`src/rtl/cnt_step_ctrl_pkg.sv`:
```
// Shared types and defaults for the counter step controller.
// Latency: n/a (types, constants and a pure decode function only).
// Backpressure: n/a.
package cnt_step_ctrl_pkg;

    localparam int DEF_DEB_CYCLES    = 4;
    localparam int DEF_REPEAT_DELAY  = 16;
    localparam int DEF_REPEAT_PERIOD = 4;
    localparam int DEF_W             = 8;

    // Controller states, kept as plain constants for legacy tool flows.
    typedef logic [2:0] state_t;
    localparam state_t ST_IDLE     = 3'd0;
    localparam state_t ST_FIRE     = 3'd1;
    localparam state_t ST_WAIT_REL = 3'd2;
    localparam state_t ST_REPEAT   = 3'd3;
    localparam state_t ST_FROZEN   = 3'd4;

    // Command decoded from the debounced up/down levels.
    typedef enum logic [1:0] {
        CMD_NONE     = 2'd0,
        CMD_UP       = 2'd1,
        CMD_DOWN     = 2'd2,
        CMD_CONFLICT = 2'd3
    } cmd_e;

    function automatic cmd_e cmd_decode(input logic up, input logic down);
        cmd_e c;
        case ({down, up})
            2'b01:   c = CMD_UP;
            2'b10:   c = CMD_DOWN;
            2'b11:   c = CMD_CONFLICT;
            default: c = CMD_NONE;
        endcase
        return c;
    endfunction

endpackage

```
`src/rtl/cnt_step_debounce.sv`:
```
// Two-flop synchronizer followed by a run-length debouncer for one raw button.
// Latency: level follows a stable raw input DEB_CYCLES+2 edges after the first sampling edge.
// Backpressure: none; free-running.
// Ports: clk, rst_n (async active-low), raw (asynchronous button), level (debounced output).
module cnt_step_debounce #(
    parameter int DEB_CYCLES = 4
) (
    input  logic clk,
    input  logic rst_n,
    input  logic raw,
    output logic level
);

    localparam int CW = (DEB_CYCLES > 1) ? $clog2(DEB_CYCLES) : 1;

    logic          sync_a;
    logic          sync_b;
    logic [CW-1:0] run;

    // run counts consecutive synchronized samples that disagree with the
    // current level; any agreeing sample restarts the count.
    always_ff @(posedge clk or negedge rst_n) begin
        if (!rst_n) begin
            sync_a <= 1'b0;
            sync_b <= 1'b0;
            run    <= '0;
            level  <= 1'b0;
        end else begin
            sync_a <= raw;
            sync_b <= sync_a;
            if (sync_b == level) begin
                run <= '0;
            end else if (run == CW'(DEB_CYCLES - 1)) begin
                level <= sync_b;
                run   <= '0;
            end else begin
                run <= run + 1'b1;
            end
        end
    end

endmodule

```
`src/rtl/cnt_step_ctrl.sv`:
```
// Turns raw up/down/hold buttons plus a load strobe into clean one-cycle counter controls.
// Latency: step DEB_CYCLES+2 edges after raw press, load 1 cycle, freeze DEB_CYCLES+2 edges.
// Backpressure: none; a load coinciding with a step wins and the step is discarded.
// Ports: clk, rst_n (async active-low); up_req/down_req/hold_req raw buttons; load_req/load_val
// on-chip load strobe; cnt_step/cnt_dir/cnt_load/cnt_load_val/cnt_freeze counter controls; busy.
// Option: define CNT_STEP_CTRL_AUTOREPEAT_EN to add the auto-repeat state and timer.
module cnt_step_ctrl
    import cnt_step_ctrl_pkg::*;
#(
    parameter int DEB_CYCLES    = DEF_DEB_CYCLES,
    parameter int REPEAT_DELAY  = DEF_REPEAT_DELAY,
    parameter int REPEAT_PERIOD = DEF_REPEAT_PERIOD,
    parameter int W             = DEF_W
) (
    input  logic         clk,
    input  logic         rst_n,
    input  logic         up_req,
    input  logic         down_req,
    input  logic         hold_req,
    input  logic         load_req,
    input  logic [W-1:0] load_val,
    output logic         cnt_step,
    output logic         cnt_dir,
    output logic         cnt_load,
    output logic [W-1:0] cnt_load_val,
    output logic         cnt_freeze,
    output logic         busy
);

    logic   up_lvl;
    logic   down_lvl;
    logic   hold_lvl;
    cmd_e   cmd;
    cmd_e   held_cmd;
    state_t state;
    state_t state_nxt;
    logic   dir_q;
    logic   dir_nxt;
    logic   step_nxt;
    logic   armed;
    logic   load_go;

    cnt_step_debounce #(.DEB_CYCLES(DEB_CYCLES)) u_deb_up (
        .clk(clk), .rst_n(rst_n), .raw(up_req), .level(up_lvl)
    );
    cnt_step_debounce #(.DEB_CYCLES(DEB_CYCLES)) u_deb_down (
        .clk(clk), .rst_n(rst_n), .raw(down_req), .level(down_lvl)
    );
    cnt_step_debounce #(.DEB_CYCLES(DEB_CYCLES)) u_deb_hold (
        .clk(clk), .rst_n(rst_n), .raw(hold_req), .level(hold_lvl)
    );

    assign cmd      = cmd_decode(up_lvl, down_lvl);
    assign held_cmd = dir_q ? CMD_UP : CMD_DOWN;

    // Loads are dropped while frozen, including the cycle entering and the
    // cycle leaving the frozen state.
    assign load_go = load_req && !hold_lvl && (state != ST_FROZEN);

`ifdef CNT_STEP_CTRL_AUTOREPEAT_EN
    localparam int TMR_MAX = (REPEAT_DELAY > REPEAT_PERIOD) ? REPEAT_DELAY : REPEAT_PERIOD;
    localparam int TW      = $clog2(TMR_MAX + 1);
    // The FIRE cycle and the WAIT_REL entry edge account for two cycles of
    // the hold delay, so the first repeat fires REPEAT_DELAY after the FIRE pulse.
    localparam int RPT_ARM = (REPEAT_DELAY >= 2) ? REPEAT_DELAY - 2 : 0;

    logic [TW-1:0] tmr;
    logic          tmr_clr;
`else
    // Repeat timing has no effect without auto-repeat.
    logic unused_cfg;
    assign unused_cfg = ^{REPEAT_DELAY, REPEAT_PERIOD};
`endif

    always_comb begin
        state_nxt = state;
        dir_nxt   = dir_q;
        step_nxt  = 1'b0;
`ifdef CNT_STEP_CTRL_AUTOREPEAT_EN
        tmr_clr   = 1'b0;
`endif
        if (hold_lvl) begin
            state_nxt = ST_FROZEN;
        end else begin
            case (state)
                ST_IDLE: begin
                    // Only a fresh press fires: after a conflict or a direction
                    // flip the buttons must be fully released first.
                    if (armed && (cmd == CMD_UP || cmd == CMD_DOWN)) begin
                        state_nxt = ST_FIRE;
                        dir_nxt   = (cmd == CMD_UP);
                        step_nxt  = 1'b1;
                    end
                end
                ST_FIRE: begin
                    state_nxt = ST_WAIT_REL;
                end
                ST_WAIT_REL: begin
                    if (cmd != held_cmd) begin
                        state_nxt = ST_IDLE;
                    end
`ifdef CNT_STEP_CTRL_AUTOREPEAT_EN
                    else if (tmr == TW'(RPT_ARM)) begin
                        state_nxt = ST_REPEAT;
                        step_nxt  = 1'b1;
                    end
`endif
                end
`ifdef CNT_STEP_CTRL_AUTOREPEAT_EN
                ST_REPEAT: begin
                    if (cmd != held_cmd) begin
                        state_nxt = ST_IDLE;
                    end else if (tmr == TW'(REPEAT_PERIOD - 1)) begin
                        step_nxt = 1'b1;
                        tmr_clr  = 1'b1;
                    end
                end
`endif
                ST_FROZEN: begin
                    if (cmd == CMD_UP || cmd == CMD_DOWN) begin
                        state_nxt = ST_WAIT_REL;
                        dir_nxt   = (cmd == CMD_UP);
                    end else begin
                        state_nxt = ST_IDLE;
                    end
                end
                default: begin
                    state_nxt = ST_IDLE;
                end
            endcase
        end
    end

`ifdef CNT_STEP_CTRL_AUTOREPEAT_EN
    // Saturating; restarts on every state change and after each repeat step
    // (including one swallowed by a coincident load).
    always_ff @(posedge clk or negedge rst_n) begin
        if (!rst_n) begin
            tmr <= '0;
        end else if (state_nxt != state || tmr_clr) begin
            tmr <= '0;
        end else if (tmr != TW'(TMR_MAX)) begin
            tmr <= tmr + 1'b1;
        end
    end
`endif

    always_ff @(posedge clk or negedge rst_n) begin
        if (!rst_n) begin
            state        <= ST_IDLE;
            dir_q        <= 1'b0;
            armed        <= 1'b0;
            cnt_step     <= 1'b0;
            cnt_dir      <= 1'b0;
            cnt_load     <= 1'b0;
            cnt_load_val <= '0;
            cnt_freeze   <= 1'b0;
            busy         <= 1'b0;
        end else begin
            state <= state_nxt;
            dir_q <= dir_nxt;
            if (state_nxt != ST_IDLE || cmd == CMD_CONFLICT) begin
                armed <= 1'b0;
            end else if (cmd == CMD_NONE) begin
                armed <= 1'b1;
            end
            cnt_step   <= step_nxt && !load_go;
            cnt_dir    <= step_nxt && !load_go && dir_nxt;
            cnt_load   <= load_go;
            if (load_go) begin
                cnt_load_val <= load_val;
            end
            cnt_freeze <= (state_nxt == ST_FROZEN);
            busy       <= (state_nxt != ST_IDLE);
        end
    end

endmodule

```
`config.mk`:
```
export PLATFORM = sky130hd
export DESIGN_NAME = cnt_step_ctrl
export DESIGN_NICKNAME = d
export VERILOG_FILES = /design/src/rtl/cnt_step_ctrl_pkg.sv /design/src/rtl/cnt_step_debounce.sv /design/src/rtl/cnt_step_ctrl.sv
export SDC_FILE = /design/constraint.sdc
export NUM_CORES = 1
export LEC_CHECK = 0
export ABC_CLOCK_PERIOD_IN_PS = 2590
export CAP_MARGIN = 10
export CORE_MARGIN = 2
export CORE_UTILIZATION = 30
export DETAILED_ROUTE_END_ITERATION = 8
export SLEW_MARGIN = 5
export SYNTH_ARGS = -nofsm -noshare
export SYNTH_HDL_FRONTEND = slang
export SYNTH_SLANG_ARGS = --single-unit
```
`constraint.sdc`:
```
create_clock -name clk -period 2.59 [get_ports clk]
set_input_delay 0.777 -clock clk [delete_from_list [all_inputs] [get_ports clk]]
set_output_delay 0.777 -clock clk [all_outputs]
set_load 0.005 [all_outputs]
```
==> Yosys cells after proc, flatten, opt, wreduce, memory -nomap -nowiden <==
Cells that the tools add are included.
{ "totals": {"regBits": 33, "inputBits": 14, "out_inout_bits": 13, "word_cells": 83} }
{ "classes": {"add_sub_neg": 3, "eq_ne": 18, "mux": 22, "bitwise": 3, "n_reduce_logical": 16} }
{ "op_table": {"columns": ["cell", "count"], "rows": [
  ["$mux W2", 8],
  ["$eq A2 B2 Y1 const B", 7],
  ["$pmux W3 S4", 1],
  ["$mux W3", 3],
  ["$mux W1", 8],
  ["$add A2 B1 Y2 const B", 3],
  ["$eq A3 B3 Y1 const B", 2],
  ["$pmux W2 S3", 1],
  ["$reduce_and A2 Y1", 3],
  ["$logic_and A1 B1 Y1", 5],
  ["$eq A2 B1 Y1 const B", 2],
  ["$eq A1 B1 Y1", 3],
  ["$eq A3 B1 Y1 const B", 1],
  ["$eq A3 B2 Y1 const B", 1],
  ["$logic_not A3 Y1", 1],
  ["$ne A3 B3 Y1 const B", 1],
  ["$not A1 Y1", 3],
  ["$reduce_bool A3 Y1", 1],
  ["$logic_not A1 Y1", 2],
  ["$logic_not A2 Y1", 1],
  ["$logic_or A1 B1 Y1", 2],
  ["$ne A2 B2 Y1", 1],
  ["$pmux W1 S2", 1],
  ["$reduce_bool A2 Y1", 1]
]} }

==> Logic depth before layout (Yosys ltp) <==
Gate-level depths: netlist of the first run.
{ "logic_depth": {"word_depth": 11, "ltp_mapped": 6, "ltp_nobuf": 6} }

==> Modules after synthesis <==
A second synthesis of the first run with hierarchy kept.
{ "unflattened": {"hier_cells": 96, "hier_area_um2": 1386.3} }
{ "by_module_without_submodules": {"columns": ["module", "instances", "cells_per_inst", "area_each_um2", "seq_area_each_um2"], "rows": [
  ["cnt_step_ctrl", 1, 66, 864.6, 450.4],
  ["cnt_step_debounce", 3, 10, 173.9, 125.1]
]} }

==> Worst setup path before layout of the first run <==
OpenSTA, ideal clock, no wires.
{ "synth_path": {"kind": "register to register", "start": "reg u_deb_down.level", "end": "reg armed", "setup_ns": 0.120, "arrival_ns": 1.480, "t_required_ns": 2.470, "setup_slack_ns": 0.989, "stages_incl_launch_ff": 7, "path_buffers": 0, "period_less_slack_ns": 1.601, "cell_sequence": "dfrtp_1 -> inv_1 -> ha_1 -> o21bai_1 -> a2111oi_2 -> o211ai_2 -> and4_1"} }
{ "synth_between": {"elab_chain_len": 11, "elab_cells_between_ends": 20, "cone_classes": "eq/ne (7); mux (7); reduce/logical (6)"} }
{ "synth_rtl": {"columns": ["element", "line_no", "source"], "rows": [
  ["from (decl)", "cnt_step_debounce.sv:11", "output logic level"],
  ["from (signal assigned)", "cnt_step_debounce.sv:34", "level <= sync_b;"],
  ["$eq A2 B2 Y1 or $eq A2 B1 Y1 (tied branches)", "cnt_step_ctrl_pkg.sv:29", "case ({down, up})"],
  ["$pmux W2 S3 (*)", "cnt_step_ctrl_pkg.sv:29", null],
  ["$eq A2 B1 Y1 or $eq A2 B2 Y1 (tied branches)", "cnt_step_ctrl.sv:89, cnt_step_ctrl.sv:120", null],
  ["$logic_or A1 B1 Y1", "cnt_step_ctrl.sv:89, cnt_step_ctrl.sv:120", null],
  ["$logic_and A1 B1 Y1", "cnt_step_ctrl.sv:89", "if (armed && (cmd == CMD_UP || cmd == CMD_DOWN)) begin"],
  ["$mux W3", "cnt_step_ctrl.sv:89", null],
  ["$pmux W3 S4", "cnt_step_ctrl.sv:85", "case (state)"],
  ["$mux W3", "cnt_step_ctrl.sv:82", "if (hold_lvl) begin"],
  ["$reduce_bool A3 Y1", "cnt_step_ctrl.sv:162", "if (state_nxt != ST_IDLE || cmd == CMD_CONFLICT) begin"],
  ["$logic_or A1 B1 Y1", "cnt_step_ctrl.sv:162", null],
  ["$mux W1 or $reduce_bool A2 Y1 (tied branches)", null, null],
  ["to (signal assigned)", "cnt_step_ctrl.sv:152", "armed <= 1'b0;"],
  ["to (signal assigned)", "cnt_step_ctrl.sv:163", "armed <= 1'b0;"],
  ["to (signal assigned)", "cnt_step_ctrl.sv:165", "armed <= 1'b1;"],
  ["to (decl)", "cnt_step_ctrl.sv:40", "logic armed;"]
]} }
Mark *: on every way between the ends. The rest lies on a longest branch, timed or not.
A chain may end at the register's enable or synchronous reset.

==> Worst setup path in the final report of the first run <==
{ "layout_path": {"start": "reg cnt_load_val[5]", "end": "out cnt_load_val[5]"} }
{ "layout_rtl": {"columns": ["element", "line_no", "source"], "rows": [
  ["from (decl)", "cnt_step_ctrl.sv:25", "output logic [W-1:0] cnt_load_val,"],
  ["from (signal assigned)", "cnt_step_ctrl.sv:171", "cnt_load_val <= load_val;"]
]} }
No word-level cell between the ends.

==> impl_metrics.csv, run 1 <==
group,metric,value,unit
power,swShare,0.297,
synth,synth_edf_count,0,
layout,drive_gt1_frac,0.173,
die,fp.dieW,71.1,um
synth,async_flop_share,1.00,
layout,final_nets,155,
synth,seq_area_frac_synth,0.611,
detailed_routing,detail_route.iter0.violations,45,
synth,syn-num-nets,124,
die,dieArea,5060,um^2
critical_path,critical-path-top-delay-family,"buffers and inverters",
clock_tree,clock-root-buffer,"clkbuf_8",
synth,netlist.area_leader.share,0.611,
timing,max_slew_margin,0.730,
place,post-dp-hpwl,1.65,mm
layout,area_growth,31.8,%
synth,synth_top_cell_by_area,"dfrtp_1",
power,p_leak,0.781,nW
clock_tree,cts_buffers,5,
synth,synth_area,1350,um^2
power,combinationalPowerShare,0.336,
synth,avgSynthCellArea,13.4,um^2
timing,setup_violations,0,
power,pwr-share-seq,0.419,
clock_tree,post_cts_buffers,0,
critical_path,critPathKind,"flip-flop to output port",
detailed_routing,route.antenna.remaining_nets,0,
detailed_routing,firstDrtPassIters,2,
timing,fmax,0.521,GHz
clock_tree,cts.sinks,33,
power,clkPwrFrac,0.245,
detailed_routing,wl_per_cell,12.2,um
clock_tree,ctsHoldBuffers,0,
layout,seqCellArea,826,um^2
grt,grt_usage,0.104,
die,core,4350,um^2
place,numPortBuffers,26,
critical_path,slowest_stage,"clkdlybuf4s50_1",
timing,tns,0,ns
timing,fin_crit_sh,0.742,
synth,post_synth_num_cell_types,27,
detailed_routing,drt-total-wl,2.25,mm
power,vdd_drop_max,0.502,mV
detailed_routing,viasPerCell,4.67,
layout,utilization,0.409,
critical_path,worstSetupEndpointType,"output port",
grt,grt_overflow_total,0,
layout,insertedDiodeCount,0,
grt,grt_pass1_vias,927,
timing,hold_violations,0,
timing,fin_skew,0.00636,ns
die,die_h,71.1,um
min_path,min_path_type,"flip-flop to flip-flop",
grt,use_met1,0.120,
place,routabilityCongestion,0.795,
timing,whs,0.352,ns
flow_run,cap_violations,0,
critical_path,path_max_fanout,2,
timing,rsz0062_at_grt,"false",
synth,synthTopCellsByCount,"33 x dfrtp_1, 9 x ha_1, 9 x mux2_2",
clock_tree,cts_tree,"done",
timing,worstMarginPinSlew,0.405,ns
grt,antenna_found_initial,0,
synth,synth-main-ff-cell,"dfrtp_1",
die,start_util,0.311,
grt,met2_usage,0.172,
critical_path,worstPathCellList,"clkdlybuf4s50_1",
critical_path,required,1.81,ns
critical_path,path_buf_inv,1,
power,p_int,1.40,mW
clock_tree,clk_pin_slew,0.07,ns
synth,ys_ff_latch,33,
grt,grt_pass1_wl,4.05,mm
critical_path,setup.worst_path.start_class,"flip-flop",
power,power.net_switching,593,uW
layout,nFillCells,403,
clock_tree,clock_latency,0.28,ns
synth,synth.most_common_cell,"dfrtp_1",
synth,yosysWarnings,0,
power,powerDensity,1120,nW/um^2
timing,period_minus_slack,1.92,ns
run_status,outcome,"completed",
grt,top_usage_layer,"met2",
critical_path,cpPeakStageDelay,0.51,ns
detailed_routing,via_count,864,
synth,synth_area_leaders,"dfrtp_1 61%, ha_1 8.3%, mux2_2 7.5%",
synth,syn_inst,101,
layout,multi_input_area,493,um^2
critical_path,arrival,1.14,ns
die,row_count,24,
grt,use_met3,0.0399,
detailed_routing,remaining_drc_errors,0,
clock_tree,cts_buffer_depth,2,
clock_tree,htree_levels,2,
clock_tree,cts_resized,0,
grt,grt_max_degree,34,
die,num_io_pins,27,
timing,slew_violations,0,
## cell type report
class	count	area share
clock buffers	7	0.0484
inverters	4	0.00842
repair buffers	27	0.150
clock inverters	1	0.0168
well taps	52	0.0365
multi-input cells	61	0.276
flip-flops and latches	33	0.463
## layout by cell type (no fill, tap or decap)
| cell type | Yosys | final |
|---|---|---|
| nor2_2 | 1 | 1 |
| nor2b_1 | 3 | 3 |
| o21bai_1 | 1 | 1 |
| dfrtp_1 | 33 | 33 |
| nor4b_2 | 1 | 1 |
| o21ai_0 | 4 | 4 |
| ha_1 | 9 | 9 |
| buf_4 | 0 | 1 |
| a21oi_4 | 1 | 1 |
| mux2_2 | 9 | 9 |
| o211ai_2 | 1 | 1 |
| a2111oi_2 | 1 | 1 |
| xnor2_1 | 3 | 3 |
| nand2b_1 | 1 | 1 |
| clkdlybuf4s50_1 | 0 | 26 |
| and2_1 | 1 | 1 |
| nor2_1 | 6 | 6 |
| o21ai_1 | 1 | 1 |
| clkbuf_1 | 2 | 1 |
| nor3b_1 | 1 | 1 |
| nor3_1 | 4 | 4 |
| nand3b_1 | 1 | 1 |
| clkbuf_8 | 0 | 6 |
| nand2_1 | 7 | 7 |
| maj3_1 | 1 | 1 |
| nor2_4 | 1 | 1 |
| and4_1 | 1 | 1 |
| inv_1 | 4 | 4 |
| nand3_1 | 2 | 2 |
| bufinv_16 | 0 | 1 |
## worst paths after layout
path                                 startpoint               to  slack [ns]  depth (start not counted)
worst min-delay path            u_deb_up.sync_a  u_deb_up.sync_b        0.35                          0
worst min register to register  u_deb_up.sync_a  u_deb_up.sync_b        0.35                          0
max in group asynchronous                 rst_n  cnt_load_val[6]        1.40                          2
worst max register to register   u_deb_up.level            armed        0.84                          6
worst max-delay path            cnt_load_val[5]  cnt_load_val[5]        0.67                          1
min in group asynchronous                 rst_n  cnt_load_val[0]        0.89                          2
## stage by stage
step           total power, mW  cells  cell area (um^2)  setup slack (ns)
5_1_grt                   2.16    185              1780             0.609
3_5_place_dp              1.53    177              1670             0.432
4_1_cts                   2.03    185              1780             0.649
3_3_place_gp              1.49    177              1670             0.468
6_report                  2.00    185              1780             0.669
2_1_floorplan             1.24    101              1350             0.989
## per-layer routing
layer / vias up / part of all wire
met1: 432 / 0.45
met4: 0 / 0.0089
met3: 4 / 0.052
li1: 402 / -
met5: - / 0
met2: 26 / 0.49
## power by group through the flow
stage	logic (mW)	clock network [mW]	registers (mW)
2_1_floorplan	0.425	0	0.811
3_3_place_gp	0.655	0	0.836
3_5_place_dp	0.683	0	0.846
4_1_cts	0.685	0.508	0.840
5_1_grt	0.758	0.537	0.864
6_report	0.670	0.489	0.838
## cell families after synthesis
group	after synthesis	share of synthesized area
compound gates	9	0.0564
xor+xnor	3	0.0194
fa+ha+maj	10	0.0907
buf+inv	7	0.0250
flops	33	0.611
mux	9	0.0749
simple gates	30	0.123
## flip-flops by register name, summed over array words and instances (netlist names), 2 cells and up
name	flops
u_deb_hold.run	2
u_deb_down.run	2
u_deb_up.run	2
cnt_load_val	8
state	3
No activity file was read; power rests on OpenSTA's default activity.
==> run 2, diff against run 1 <==
- ABC_CLOCK_PERIOD_IN_PS: 2590 -> 1600
- clock period: 2.59 -> 1.6 ns (I/O delays scaled with it)
==> run 2 against run 1 <==
  * The run now ends with negative setup slack left
  * Combinational power grew 99%
  * Cell area is 8.5% higher
  * Power grew 67%
  * Clock power increased by 38%
  * Global-route usage grew 0.17 points
  * Critical path depth up 5
  * Sequential cell count unchanged
  * Count of clock-buffer cells in the layout is the same
  * First-iteration DRC count is 36% lower
  * Critical path type is now flip-flop to flip-flop
  * Critical endpoint is now armed
  * Largest cell class unchanged
==> impl_metrics.csv, run 2 (synthesis gave the netlist of run 1 again) <==
group,metric,value,unit
timing,worstMarginPinSlew,0.314,ns
clock_tree,htree_levels,2,
critical_path,required,1.77,ns
die,start_util,0.311,
layout,final_nets,169,
clock_tree,clock-root-buffer,"clkbuf_8",
timing,max_slew_margin,0.791,
detailed_routing,route.antenna.remaining_nets,0,
timing,slew_violations,0,
critical_path,critPathKind,"flip-flop to flip-flop",
place,post-place-cells,188,
layout,final_cells,199,
layout,reg_top3,"cnt_load_val: 8 flops, state: 3 flops",
detailed_routing,via_count,892,
timing,fin_crit_sh,1.02,
run_status,outcome,"finished, violations left",
timing,fmax,0.615,GHz
grt,antenna_found_initial,0,
place,post-dp-hpwl,1.68,mm
clock_tree,clk_pin_slew,0.07,ns
layout,largest_register_ffs,8,
timing,hold_violations,0,
power,power,3.33,mW
detailed_routing,wl_per_cell,12.2,um
die,row_count,24,
power,powerDensity,1720,nW/um^2
power,vdd_drop_max,0.717,mV
grt,grt_max_degree,34,
clock_tree,cts_buffers,5,
grt,grt_overflow_total,0,
place,routabilityCongestion,0.766,
min_path,min_path_type,"flip-flop to flip-flop",
die,dieArea,5060,um^2
timing,period_minus_slack,1.63,ns
detailed_routing,detail_route.iter0.violations,29,
timing,rsz0062_at_grt,"true",
die,die_h,71.1,um
critical_path,setup.worst_path.start_class,"flip-flop",
detailed_routing,drt-total-wl,2.42,mm
clock_tree,cts.sinks,33,
die,num_io_pins,27,
layout,final_cell_mix,"33 x dfrtp_1, 14 x clkdlybuf4s50_1, 13 x buf_4",
grt,grt_pass1_wl,4.14,mm
detailed_routing,viasPerCell,4.48,
layout,regMostFlops,"cnt_load_val",
grt,grt_usage,0.106,
layout,layout_commonest_cell,"dfrtp_1",
run_status,violations,"negative setup slack",
detailed_routing,firstDrtPassIters,4,
layout,drive_gt1_frac,0.306,
die,fp.dieW,71.1,um
grt,grt_pass1_vias,925,
clock_tree,clock_latency,0.28,ns
layout,nFillCells,397,
layout,area_growth,43.0,%
place,numPortBuffers,26,
timing,setup_violations,3,
die,core,4350,um^2
layout,insertedDiodeCount,0,
power,p_leak,0.897,nW
flow_run,cap_violations,0,
timing,fin_skew,0.00724,ns
critical_path,worstSetupEndpointType,"flip-flop",
clock_tree,cts_buffer_depth,2,
clock_tree,cts_tree,"done",
critical_path,path_max_fanout,4,
critical_path,arrival,1.80,ns
timing,worst_slack,-0.0260,ns
layout,utilization,0.444,
detailed_routing,remaining_drc_errors,0,
run 2: cell types whose count changed in the layout (fill, tap and decap cells not counted), sizes merged:
cell and delta:
bufinv -1, a21oi +1, clkdlybuf4s50 -12, buf +13, clkinv +1, dlymetal6s2s +2
dlygate4sd2 +10
run 2: critical path, stage by stage (launching register included):
cell	delay, ns
dfrtp_1	0.43
inv_2	0.09
ha_4	0.16
o21bai_4	0.17
a2111oi_4	0.35
o211ai_2	0.14
and4_1	0.17
run 2: final timing paths:
check                                       start  cells past startpoint  slack (ns)                end
worst max register to register     u_deb_up.level                      6       -0.03              armed
worst max-delay path               u_deb_up.level                      6       -0.03              armed
min in group asynchronous                   rst_n                      2        0.57  u_deb_down.run[0]
worst min-delay path            u_deb_down.sync_a                      0        0.35  u_deb_down.sync_b
worst min register to register  u_deb_down.sync_a                      0        0.35  u_deb_down.sync_b
max in group asynchronous                   rst_n                      2        0.86    cnt_load_val[5]
run 2: area by class of cell:
type	instances	area, um^2	share of cell area
well taps	52	65.1	0.0336
inverters	4	15.0	0.00776
multi-input cells	62	557	0.288
clock inverters	1	5.00	0.00259
clock buffers	7	96.3	0.0498
flip-flops and latches	33	826	0.427
repair buffers	40	370	0.191
run 2: repair_timing:
| action | CTS | global route |
|---|---|---|
| hold buffers | 0 | 0 |
| cloned | 0 | 1 |
| pin swaps | 2 | 4 |
| buffers inserted | 1 | 1 |
| setup endpoints to repair | 12 | 12 |
| gates resized for setup | 11 | 6 |
run 2: power breakdown:
part | total (mW) | internal, mW | switching, mW | leakage [nW]
registers | 1.33 | 1.13 | 0.202 | 0.409
logic | 1.33 | 0.747 | 0.581 | 0.434
clock network | 0.677 | 0.388 | 0.288 | 0.0542
total | 3.33 | 2.26 | 1.07 | 0.897
run 2: routing by layer:
layer / global-route usage / vias up / part of all wire
met3: 0.0313 / 7 / 0.046
met4: 0.0566 / 0 / 0.018
met1: 0.137 / 431 / 0.43
met5: 0 / - / 0
li1: - / 431 / -
met2: 0.158 / 23 / 0.51
run 2: through the flow:
step	setup slack [ns]	hold slack [ns]	cell area (um^2)	setup TNS, ns
2_1_floorplan	0.0181	0.184	1380	0
3_5_place_dp	-0.247	0.336	1790	-1.97
3_3_place_gp	-0.193	0.334	1790	-1.55
5_1_grt	-0.107	0.368	1930	-0.303
6_report	-0.0260	0.350	1930	-0.0337
4_1_cts	-0.0373	0.351	1890	-0.0373
